<file path="src/rtl/cache_mem_arbiter.sv">
// Purpose : shares one external memory port between the I-cache refill path and the
//           D-cache refill/write-back path, moving one full cache line per grant.
// Latency : m_req rises one cycle after a request is seen in IDLE; each beat completes on
//           m_ack; a one-cycle i_ready/d_ready pulse follows the last beat.
// Backpressure: memory stalls by withholding m_ack (beat and address hold); requests
//           arriving mid-burst wait for IDLE, where ties are settled round-robin.
//
// Ports:
//   clk, rst         - clock, synchronous active-high reset
//   i_req/i_addr     - I-cache line fill request and miss address
//   i_rvalid/i_ready - I-cache fill word strobe / line complete pulse
//   d_rd/d_wr/d_addr - D-cache fill or write-back request and line address
//   d_wdata          - D-cache write-back word for the current beat
//   d_rvalid/d_ready - D-cache word strobe (fill or write consumed) / complete pulse
//   beat, rdata      - shared word index and fill data, valid with the owner's rvalid
//   m_*              - single-word memory port (req/we/addr/wdata/rdata/ack)
module cache_mem_arbiter #(
    parameter int ADDR_W     = 32,
    parameter int DATA_W     = 32,
    parameter int LINE_WORDS = 4,
    parameter int BEAT_W     = 2
) (
    input  logic              clk,
    input  logic              rst,
    input  logic              i_req,
    input  logic [ADDR_W-1:0] i_addr,
    output logic              i_rvalid,
    output logic              i_ready,
    input  logic              d_rd,
    input  logic              d_wr,
    input  logic [ADDR_W-1:0] d_addr,
    input  logic [DATA_W-1:0] d_wdata,
    output logic              d_rvalid,
    output logic              d_ready,
    output logic [BEAT_W-1:0] beat,
    output logic [DATA_W-1:0] rdata,
    output logic              m_req,
    output logic              m_we,
    output logic [ADDR_W-1:0] m_addr,
    output logic [DATA_W-1:0] m_wdata,
    input  logic [DATA_W-1:0] m_rdata,
    input  logic              m_ack
);

    // Byte offset within a line: word index plus the two byte-select bits.
    localparam int OFF_W = BEAT_W + 2;
    localparam logic [BEAT_W-1:0] LAST_BEAT = BEAT_W'(LINE_WORDS - 1);

    typedef enum logic [2:0] {
        IDLE   = 3'd0,
        I_FILL = 3'd1,
        D_FILL = 3'd2,
        D_WB   = 3'd3,
        DONE   = 3'd4
    } state_t;

    state_t                  state_q, state_d;
    logic [BEAT_W-1:0]       beat_q, beat_d;
    logic [ADDR_W-OFF_W-1:0] base_q, base_d;     // line address without offset bits
    logic                    grant_d_q, grant_d_d; // current owner: 1 = D-cache
    logic                    last_d_q, last_d_d;   // previous owner: 1 = D-cache

    logic d_req;
    logic pick_d;
    logic busy;
    logic run;
    logic done;

    assign d_req = d_rd | d_wr;
    assign busy  = (state_q == I_FILL) || (state_q == D_FILL) || (state_q == D_WB);

    always_comb begin
        state_d   = state_q;
        beat_d    = beat_q;
        base_d    = base_q;
        grant_d_d = grant_d_q;
        last_d_d  = last_d_q;
        // On a tie the side that did not own the port last time wins.
        pick_d    = d_req && (!i_req || !last_d_q);
        case (state_q)
            IDLE: begin
                if (i_req || d_req) begin
                    base_d    = pick_d ? d_addr[ADDR_W-1:OFF_W] : i_addr[ADDR_W-1:OFF_W];
                    grant_d_d = pick_d;
                    last_d_d  = pick_d;
                    beat_d    = '0;
                    if (!pick_d) begin
                        state_d = I_FILL;
                    end else if (d_wr) begin
                        state_d = D_WB;
                    end else begin
                        state_d = D_FILL;
                    end
                end
            end
            I_FILL, D_FILL, D_WB: begin
                if (m_ack) begin
                    // Counter wraps to 0 naturally after the last word.
                    beat_d = beat_q + BEAT_W'(1);
                    if (beat_q == LAST_BEAT) begin
                        state_d = DONE;
                    end
                end
            end
            DONE: begin
                // Requester drops its request during this cycle; no arbitration here.
                state_d = IDLE;
            end
            default: begin
                state_d = IDLE;
            end
        endcase
    end

    always_ff @(posedge clk) begin
        if (rst) begin
            state_q   <= IDLE;
            beat_q    <= '0;
            base_q    <= '0;
            grant_d_q <= 1'b0;
            last_d_q  <= 1'b0;
        end else begin
            state_q   <= state_d;
            beat_q    <= beat_d;
            base_q    <= base_d;
            grant_d_q <= grant_d_d;
            last_d_q  <= last_d_d;
        end
    end

    // Outputs decode the registered state; gating with rst keeps everything quiet
    // during a reset cycle even if the state register still holds a burst state.
    assign run  = busy && !rst;
    assign done = (state_q == DONE) && !rst;

    assign m_req    = run;
    assign m_we     = run && (state_q == D_WB);
    assign m_addr   = run ? {base_q, beat_q, 2'b00} : '0;
    assign m_wdata  = m_we ? d_wdata : '0;
    assign i_rvalid = run && m_ack && (state_q == I_FILL);
    assign d_rvalid = run && m_ack && ((state_q == D_FILL) || (state_q == D_WB));
    assign i_ready  = done && !grant_d_q;
    assign d_ready  = done && grant_d_q;
    assign beat     = run ? beat_q : '0;
    assign rdata    = run ? m_rdata : '0;

    // Low address bits select within the line and are replaced by the beat counter.
    logic unused_addr_bits;
    assign unused_addr_bits = ^{i_addr[OFF_W-1:0], d_addr[OFF_W-1:0]};

endmodule

</file>
<file path="config.mk">
export PLATFORM = sky130hd
export DESIGN_NAME = cache_mem_arbiter
export DESIGN_NICKNAME = d
export VERILOG_FILES = /design/src/rtl/cache_mem_arbiter.sv
export SDC_FILE = /design/constraint.sdc
export NUM_CORES = 1
export LEC_CHECK = 0
export BUFFER_PORTS_ARGS = -buffer_cell sky130_fd_sc_hd__buf_2
export CORE_AREA = 5 5 90 92
export CTS_CLUSTER_SIZE = 20
export DETAILED_ROUTE_END_ITERATION = 8
export DIE_AREA = 0 0 95 97
export PLACE_DENSITY = 0.83
export SLEW_MARGIN = 20
export SYNTH_ARGS = -nofsm -noshare
export SYNTH_HDL_FRONTEND = slang
export SYNTH_SLANG_ARGS = --single-unit
</file>
<file path="constraint.sdc">
create_clock -name clk -period 3.3 [get_ports clk]
set_input_delay 0.165 -clock clk [delete_from_list [all_inputs] [get_ports clk]]
set_output_delay 0.165 -clock clk [all_outputs]
set_load 0.01 [all_outputs]
</file>
==> run_results.csv, run 1 <==
group,metric,value,unit
placed_design,dp_hpwl,7.30,mm
clocking,cts.sinks,34,
grt,overflow,0,
logic_synthesis,ys_seq_elements,34,
power,power.total,1360,uW
critical_path,max_stage_delay,520,ps
critical_path,r2r_start,"last_d_q$_SDFFE_PP0P_",
drt,drt-initial-drc-count,63,
timing,relSlewSlack,0.313,
logic_synthesis,ys_seq_area_frac,0.282,
final_layout,diodes,0,
clocking,postCtsResizedCells,0,
clocking,postCtsSetupBuffers,0,
critical_path,r2r_end,"base_q[5]$_SDFFE_PP0P_",
clocking,clk_pin_slew,70,ps
grt,grt_usage,0.188,
final_layout,drive_gt1_frac,0.520,
power,comb_power_share,0.391,
critical_path,cp_max_fo,47,
logic_synthesis,synthCells,304,
grt,grt_pass1_wl,14.0,mm
power,intPower,879,uW
drt,firstDrtPassIters,4,
power,switching_power,480,uW
logic_synthesis,ys_warn_count,0,
timing,worst_slack,1080,ps
floorplan,dieHeight,97,um
drt,ant_nets,0,
power,cellLeakagePower,0.00200,uW
power,clkPwrFrac,0.234,
critical_path,critical_path_class,"reg2out",
drt,wl_per_cell,14.8,um
final_layout,final_common_cell,"buf_2",
outcome,status,"finished, final reports clean",
floorplan,std_cell_rows,31,
logic_synthesis,synth_ff_type,"dfxtp_1",
timing,period_share,0.672,
timing,post-route-min-period,2220,ps
min_path,hold_start,"i_addr[25]",
clocking,postCtsHoldBufs,0,
clocking,clock_path_buffers,2,
power,peakVddDrop,0.000167,V
floorplan,core-area,7140,um^2
floorplan,die_x,95,um
floorplan,die_area,9220,um^2
final_layout,num-fill-cells,747,
logic_synthesis,yosysUniqueCellTypes,28,
placed_design,portBuffers,227,
critical_path,crit_family,"simple AND/OR/NAND/NOR gates",
drt,vias,2819,
floorplan,start_util,0.338,
critical_path,critPathSlowestCell,"nor3_4",
drt,drc,0,
timing,drv_slew,0,
min_path,holdPathStages,3,
critical_path,worst_ep_required_time,3130,ps
drt,wirelength,9.05,mm
critical_path,critPathArrivalTime,2050,ps
placed_design,gp_congestion,0.824,
final_layout,syn_to_final_growth,50.7,%
logic_synthesis,async_reset_ff_frac,0,
final_layout,final_cell_mix,"buf_2 (227), and2_1 (94), nand2_1 (59)",
timing,setup_tns,0,ps
clocking,cts-root-buf,"clkbuf_8",
grt,grt_pass1_vias,2784,
run,maxCapViolCount,0,
critical_path,rrSetupSlack,1390,ps
timing,worst-slew-pin-transition,1030,ps
final_layout,final_nets,647,
critical_path,crit_buf_inv,2,
placed_design,place_ws,1140,ps
clocking,cts_buffers,5,
drt,vias_per_cell,4.61,
logic_synthesis,synth.cell_area,2410,um^2
logic_synthesis,synth-edff-count,0,
min_path,holdPathEnd,"base_q[21]$_SDFFE_PP0P_",
critical_path,endpoint_kind,"output pin",
grt,antenna_found_initial,1,
clocking,clkLatencyLatePin,280,ps
critical_path,reg2reg_depth,4,
power,power_density,374,nW/um^2
grt,grt_max_degree,61,
timing,hold_viol,0,
min_path,hp-class,"in2reg",
clocking,cts_tree,"done",
power,p_seq_frac,0.375,
timing,fmax,451,MHz
timing,skew,9.24,ps
clocking,h-tree-depth,2,
timing,setup_viol,0,
floorplan,ios,238,
logic_synthesis,avgSynthCellArea,7.94,um^2
critical_path,critPathLaunchType,"flop",
power,swShare,0.353,
timing,rsz0062_at_grt,"no",
critical_path,cp_cell_sequence,"nor2_1 > nor3_4 > buf_12 > and2_1 > buf_2",
[synth_stat cells (2+ instances only)]
master | instances | share of area
and3_1 | 2 | 0.0052
and4b_1 | 2 | 0.0083
o21a_1 | 2 | 0.0062
and2_1 | 94 | 0.24
nor3_1 | 2 | 0.0041
buf_2 | 4 | 0.0083
nand2_1 | 59 | 0.092
nand2b_1 | 3 | 0.0078
nor2_1 | 33 | 0.051
a21oi_1 | 2 | 0.0041
clkbuf_1 | 15 | 0.023
buf_4 | 6 | 0.019
dfxtp_1 | 34 | 0.28
a311oi_2 | 28 | 0.17
o21ai_0 | 2 | 0.0041
buf_6 | 4 | 0.019
[power groups by stage]
stage	logic [uW]	registers, uW	clock network [uW]
6_report	531	509	319
2_1_floorplan	371	509	0
4_1_cts	539	510	339
5_1_grt	589	518	354
3_3_place_gp	523	515	0
3_5_place_dp	537	519	0
[cell families (layout without fill, tap and decap cells)]
kind of cell,after synthesis,count (layout),synth area share
flops,34,34,0.282
compound gates,38,38,0.202
other cells,1,2,0.00155
buf+inv,29,237,0.0689
fa+ha+maj,1,1,0.00518
simple gates,201,201,0.440
[how the worst max path moves through the flow]
stage                                        from     endpoint  slack, ps  cells after the start
after detailed placement                      rst  m_wdata[22]       1140                      5
final                     state_q[1]$_SDFFE_PP0P_      beat[1]       1080                      5
after CTS                 state_q[1]$_SDFFE_PP0P_      beat[1]       1020                      5
after global routing      state_q[1]$_SDFFE_PP0P_      beat[1]        880                      5
after floorplan           state_q[1]$_SDFFE_PP0P_    m_addr[2]       1790                      5
after global placement                        rst  m_wdata[31]       1210                      5
[per-stage QoR]
stage | instance area [um^2] | std cells | util | hold slack, ps
3_3_place_gp | 3540 | 604 | 0.496 | 456
4_1_cts | 3640 | 612 | 0.510 | 145
5_1_grt | 3640 | 612 | 0.510 | 153
6_report | 3640 | 612 | 0.510 | 160
3_5_place_dp | 3550 | 604 | 0.497 | 460
2_1_floorplan | 2420 | 305 | - | 330
[worst min-delay path, delay by kind of cell]
family                 cells  cell delay, ps
AOI/OAI and AO/OA          1              80
buffers and inverters      1             100
and+or+nand+nor            1              60
[layer usage]
| metal | up-vias | part of all wire | global-route usage |
|---|---|---|---|
| met5 | - | 0.0014 | 0 |
| met4 | 2 | 0.015 | 0.0477 |
| met3 | 10 | 0.11 | 0.0528 |
| met2 | 134 | 0.51 | 0.347 |
| met1 | 1258 | 0.36 | 0.206 |
| li1 | 1415 | - | - |
[state kept, by name (all words and copies together) (netlist names)]
signal,count
state_q,3
beat_q,2
last_d_q,1
base_q,28
[layout make-up]
type                            instances  area, um^2  share of cell area
Multi-Input combinational cell        242        1580               0.434
Sequential cell                        34         681               0.187
Clock buffer                            7        86.3              0.0237
Timing Repair Buffer                  229        1160               0.320
Tap cell                               99         124              0.0341
Clock inverter                          1        5.00             0.00138
Power figures use the tool's default switching activity.
==> inputs of run 2 (changes only) <==
--- a/config.mk
+++ b/config.mk
@@ -5,12 +5,13 @@
 export SDC_FILE = /design/constraint.sdc
 export NUM_CORES = 1
 export LEC_CHECK = 0
+export ABC_AREA = 1
 export BUFFER_PORTS_ARGS = -buffer_cell sky130_fd_sc_hd__buf_2
-export CORE_AREA = 5 5 90 92
+export CORE_MARGIN = 5
+export CORE_UTILIZATION = 38
 export CTS_CLUSTER_SIZE = 20
 export DETAILED_ROUTE_END_ITERATION = 8
-export DIE_AREA = 0 0 95 97
-export PLACE_DENSITY = 0.83
+export PLACE_DENSITY = 0.89
 export SLEW_MARGIN = 20
 export SYNTH_ARGS = -nofsm -noshare
 export SYNTH_HDL_FRONTEND = slang
==> constraint.sdc (replaced) <==
create_clock -name clk -period 2.3 [get_ports clk]
set_input_delay 0.115 -clock clk [delete_from_list [all_inputs] [get_ports clk]]
set_output_delay 0.115 -clock clk [all_outputs]
set_load 0.01 [all_outputs]
==> run 2 against run 1 <==
First-iteration DRC count grew 30%. Total power rose to 2.5 times the previous value. Combinational power grew to 3.5 times the previous value. Clock power increased by 76%. Via count rose by 20%.
==> run_results.csv, run 2 <==
group,metric,value,unit
drt,ant_nets,0,
timing,worst_slack,405,ps
final_layout,top_regs,"base_q: 28 flops, state_q: 3 flops, beat_q: 2 flops",
drt,drc,0,
drt,firstDrtPassIters,4,
floorplan,core-area,6720,um^2
drt,vias_per_cell,4.24,
grt,grt_pass1_wl,13.8,mm
clocking,clock_path_buffers,2,
logic_synthesis,ys_seq_elements,34,
placed_design,portBuffers,227,
timing,skew,6.64,ps
logic_synthesis,synth.cell_area,2580,um^2
logic_synthesis,synthCells,504,
logic_synthesis,yosys.area.top_type_share,0.273,
grt,grt_usage,0.196,
grt,grt_max_degree,57,
power,power_density,897,nW/um^2
final_layout,stdcell_count,797,
clocking,h-tree-depth,2,
power,peakVddDrop,0.000415,V
clocking,postCtsResizedCells,0,
placed_design,dp.cells,790,
timing,post-route-min-period,1890,ps
critical_path,endpoint_kind,"output pin",
clocking,clkLatencyLatePin,280,ps
final_layout,diodes,0,
logic_synthesis,ys_warn_count,0,
critical_path,cp_max_fo,33,
final_layout,final_nets,852,
final_layout,final_cell_mix,"buf_2 (227), nor2_1 (187), inv_1 (131)",
final_layout,regMostFlops,"base_q",
critical_path,worst_ep_required_time,2180,ps
logic_synthesis,async_reset_ff_frac,0,
drt,drt-initial-drc-count,82,
final_layout,final_common_cell,"buf_2",
timing,drv_slew,0,
run,maxCapViolCount,0,
power,cellLeakagePower,0.00269,uW
final_layout,final_core_util,0.574,
clocking,postCtsSetupBuffers,0,
floorplan,dieHeight,92.5,um
clocking,cts-root-buf,"clkbuf_8",
placed_design,gp_congestion,0.931,
grt,antenna_found_initial,0,
logic_synthesis,avgSynthCellArea,5.13,um^2
logic_synthesis,synth_ff_type,"dfxtp_1",
clocking,cts_tree,"done",
timing,setup_viol,0,
critical_path,critPathLaunchType,"flop",
placed_design,place_ws,713,ps
drt,vias,3381,
grt,grt_pass1_vias,3051,
clocking,cts_buffers,5,
grt,overflow,0,
logic_synthesis,synthTopCellsByArea,"nor2_1 (27%), dfxtp_1 (26%), inv_1 (19%), nand2_1 (10%), o21ai_0 (4.8%)",
clocking,postCtsHoldBufs,0,
logic_synthesis,yosysTopAreaCell,"nor2_1",
final_layout,drive_gt1_frac,0.344,
logic_synthesis,synth-edff-count,0,
drt,wl_per_cell,11.0,um
min_path,hp-class,"in2reg",
timing,rsz0062_at_grt,"no",
floorplan,die_area,8550,um^2
floorplan,die_x,92.5,um
floorplan,ios,238,
outcome,status,"finished, final reports clean",
clocking,cts.sinks,34,
floorplan,std_cell_rows,30,
logic_synthesis,yosysUniqueCellTypes,21,
clocking,clk_pin_slew,70,ps
timing,fmax,528,MHz
logic_synthesis,yosysMostFrequentCell,"nor2_1",
logic_synthesis,synth_common_cells,"nor2_1 (188), inv_1 (131), nand2_1 (71)",
placed_design,dp_hpwl,7.06,mm
floorplan,start_util,0.385,
timing,period_share,0.824,
critical_path,critical_path_class,"reg2out",
drt,wirelength,8.78,mm
critical_path,critPathArrivalTime,1780,ps
final_layout,syn_to_final_growth,49.2,%
logic_synthesis,ys_seq_area_frac,0.263,
final_layout,largest_reg_flops,28,
timing,setup_tns,0,ps
timing,hold_viol,0,
## run 2: changes by cell type after synthesis, moves of 3 or more
cell / previous run / this run
a311oi_2: 28 / 0
nand3_1: 0 / 7
o21ai_1: 0 / 5
nand2b_1: 3 / 0
nand2_1: 59 / 71
and2_1: 94 / 0
buf_2: 4 / 9
nor2_1: 33 / 188
buf_6: 4 / 1
clkbuf_1: 15 / 6
o21ai_0: 2 / 25
inv_1: 0 / 131
buf_4: 6 / 9
buf_1: 0 / 3
## run 2: area by class of cell
class	instances	area, um^2
Inverter	133	499
Clock inverter	1	30.0
Clock buffer	6	82.6
Fill cell	687	2860
Sequential cell	34	681
Timing Repair Buffer	233	1190
Multi-Input combinational cell	310	1270
Tap cell	80	100
## run 2: metrics by stage
stage	area (um^2)	hold WS (ps)	total power (uW)
5_1_grt	3850	83.8	3810
2_1_floorplan	2590	184	2380
3_5_place_dp	3740	374	2920
3_3_place_gp	3740	364	2890
6_report	3850	84.1	3460
4_1_cts	3850	69.2	3500
## run 2: worst max-delay path, stage by stage, from the launching register on
cell and delay, ps:
dfxtp_1 480, nor2_4 90, nand2_2 280, inv_2 60, nand2_1 60, buf_4 290
nor2_1 80, buf_2 150
## run 2: logic make-up (layout without fill, tap and decap cells)
group / Yosys count / after routing / synth area share
AND/OR/NAND/NOR: 273 / 273 / 0.410
flip-flops: 34 / 34 / 0.263
adder cells (fa/ha/maj): 1 / 1 / 0.00484
buffers and inverters: 161 / 373 / 0.254
other: 1 / 2 / 0.00145
AO/OA/AOI/OAI: 34 / 34 / 0.0659
## run 2: per-layer routing
layer | up-vias | track usage | routed length (um)
met1 | 1410 | 0.209 | 3380
met5 | - | 0 | 0
met3 | 15 | 0.0658 | 849
met4 | 0 | 0.0631 | 180
li1 | 1829 | - | -
met2 | 127 | 0.360 | 4370
## run 2: worst paths after layout
path | start | to | slack (ps) | depth (start not counted)
worst max-delay path | state_q[2]$_SDFFE_PP0P_ | m_wdata[3] | 410 | 7
worst min-delay path | rst | last_d_q$_SDFFE_PP0P_ | 80 | 2
worst max register to register | state_q[1]$_SDFFE_PP0P_ | base_q[8]$_SDFFE_PP0P_ | 760 | 7
worst min register to register | base_q[26]$_SDFFE_PP0P_ | base_q[26]$_SDFFE_PP0P_ | 500 | 2
## run 2: power by group
part	internal [uW]	total, uW	leakage, uW	switching (uW)
clock network	347	560	0.0000573	213
registers	871	1020	0.000282	150
logic	678	1870	0.00235	1200
==> inputs of run 3 (changes only) <==
--- a/config.mk
+++ b/config.mk
@@ -8,10 +8,10 @@
 export ABC_AREA = 1
 export BUFFER_PORTS_ARGS = -buffer_cell sky130_fd_sc_hd__buf_2
 export CORE_MARGIN = 5
-export CORE_UTILIZATION = 38
+export CORE_UTILIZATION = 34
 export CTS_CLUSTER_SIZE = 20
 export DETAILED_ROUTE_END_ITERATION = 8
-export PLACE_DENSITY = 0.89
+export PLACE_DENSITY = 0.85
 export SLEW_MARGIN = 20
 export SYNTH_ARGS = -nofsm -noshare
 export SYNTH_HDL_FRONTEND = slang
==> constraint.sdc (replaced) <==
create_clock -name clk -period 1.7 [get_ports clk]
set_input_delay 0.085 -clock clk [delete_from_list [all_inputs] [get_ports clk]]
set_output_delay 0.085 -clock clk [all_outputs]
set_load 0.01 [all_outputs]
==> run 3 against run 2 <==
Sequential share of layout area down 0.19 points. Clock skew decreased by 1.8 ps. Die area increased by 10%. Critical endpoint is now m_wdata[31]. Highest routed layer is now met5.
==> run_results.csv, run 3 (same netlist as run 2, synthesis figures left out) <==
group,metric,value,unit
placed_design,dp_hpwl,8.24,mm
clocking,cts-root-buf,"clkbuf_8",
floorplan,start_util,0.352,
grt,overflow,0,
final_layout,final_cell_mix,"buf_2 (227), nor2_1 (187), inv_1 (131)",
drt,vias_per_cell,4.13,
clocking,cts.sinks,34,
clocking,clkLatencyLatePin,280,ps
outcome,status,"finished, final reports clean",
timing,hold_viol,0,
final_layout,diodes,0,
placed_design,portBuffers,227,
timing,drv_slew,0,
drt,firstDrtPassIters,4,
final_layout,syn_to_final_growth,51.7,%
critical_path,critPathArrivalTime,1480,ps
clocking,cts_buffers,5,
clocking,h-tree-depth,2,
grt,grt_pass1_vias,3014,
final_layout,final_core_util,0.535,
timing,setup_tns,0,ps
placed_design,gp_congestion,0.951,
grt,grt_max_degree,57,
power,peakVddDrop,0.000617,V
drt,drt-initial-drc-count,75,
clocking,postCtsHoldBufs,0,
floorplan,die_x,97.2,um
power,power_density,1230,nW/um^2
final_layout,drive_gt1_frac,0.352,
power,power.total,4810,uW
drt,drc,0,
final_layout,regMostFlops,"base_q",
clocking,cts_tree,"done",
clocking,clk_pin_slew,70,ps
timing,setup_viol,0,
timing,period_share,0.923,
timing,rsz0062_at_grt,"no",
floorplan,ios,238,
floorplan,dieHeight,97.2,um
grt,antenna_found_initial,1,
placed_design,dp.cells,811,
final_layout,largest_reg_flops,28,
timing,fmax,637,MHz
grt,grt_pass1_wl,15.9,mm
drt,ant_nets,0,
floorplan,core-area,7330,um^2
power,cellLeakagePower,0.00270,uW
clocking,clock_path_buffers,2,
run,maxCapViolCount,0,
drt,wirelength,10.1,mm
drt,wl_per_cell,12.3,um
grt,grt_usage,0.206,
critical_path,critical_path_class,"reg2out",
floorplan,die_area,9440,um^2
final_layout,final_nets,854,
critical_path,worst_ep_required_time,1620,ps
floorplan,std_cell_rows,31,
drt,vias,3377,
critical_path,cp_max_fo,33,
critical_path,critPathLaunchType,"flop",
final_layout,top_regs,"base_q: 28 flops, state_q: 3 flops, beat_q: 2 flops",
min_path,hp-class,"in2reg",
critical_path,endpoint_kind,"output pin",
final_layout,final_common_cell,"buf_2",
timing,skew,4.86,ps
final_layout,stdcell_count,818,
timing,post-route-min-period,1570,ps
==> run 3: final timing paths <==
| kind | start | depth (start not counted) | end | slack [ps] |
|---|---|---|---|---|
| setup / recovery | state_q[1]$_SDFFE_PP0P_ | 8 | m_wdata[31] | 130 |
| setup reg to reg | state_q[1]$_SDFFE_PP0P_ | 7 | base_q[14]$_SDFFE_PP0P_ | 350 |
| hold / removal | rst | 2 | beat_q[0]$_SDFFE_PP0P_ | 40 |
| hold reg to reg | base_q[26]$_SDFFE_PP0P_ | 2 | base_q[26]$_SDFFE_PP0P_ | 500 |
==> run 3: through the flow <==
step	instance area [um^2]	worst slack [ps]	hold WS [ps]
2_1_floorplan	2590	377	154
3_3_place_gp	3790	334	334
3_5_place_dp	3790	339	336
4_1_cts	3910	30.3	30.0
5_1_grt	3920	7.13	55.3
6_report	3920	130	44.5
==> run 3: cell type report <==
type / count / area, um^2
Tap cell: 99 / 124
Inverter: 133 / 499
Fill cell: 775 / 3410
Multi-Input combinational cell: 310 / 1270
Clock buffer: 6 / 82.6
Timing Repair Buffer: 235 / 1220
Sequential cell: 34 / 684
Clock inverter: 1 / 30.0
==> run 3: power by group <==
group,internal (uW),switching [uW],total (uW)
clock network,469,299,768
logic,980,1680,2660
registers,1190,205,1390
total,2640,2180,4810
==> run 3: critical path: stages, from the launching register on <==
cell	delay, ps
dfxtp_2	340
nor2_4	150
nor2_4	60
nand2_2	90
inv_2	40
nand2_1	60
buf_6	230
nor2_1	80
buf_2	150
==> run 3: layer usage <==
layer	wire length (um)	track usage	vias up
met3	909	0.0689	11
met2	4970	0.379	128
met1	4010	0.228	1406
met5	7	0	-
li1	-	-	1830
met4	159	0.0464	2
==> run 3: timing repair <==
item / in CTS / in global routing
setup endpoints to repair: 0 / 33
gates resized for setup: 0 / 5
buffers inserted: 0 / 0
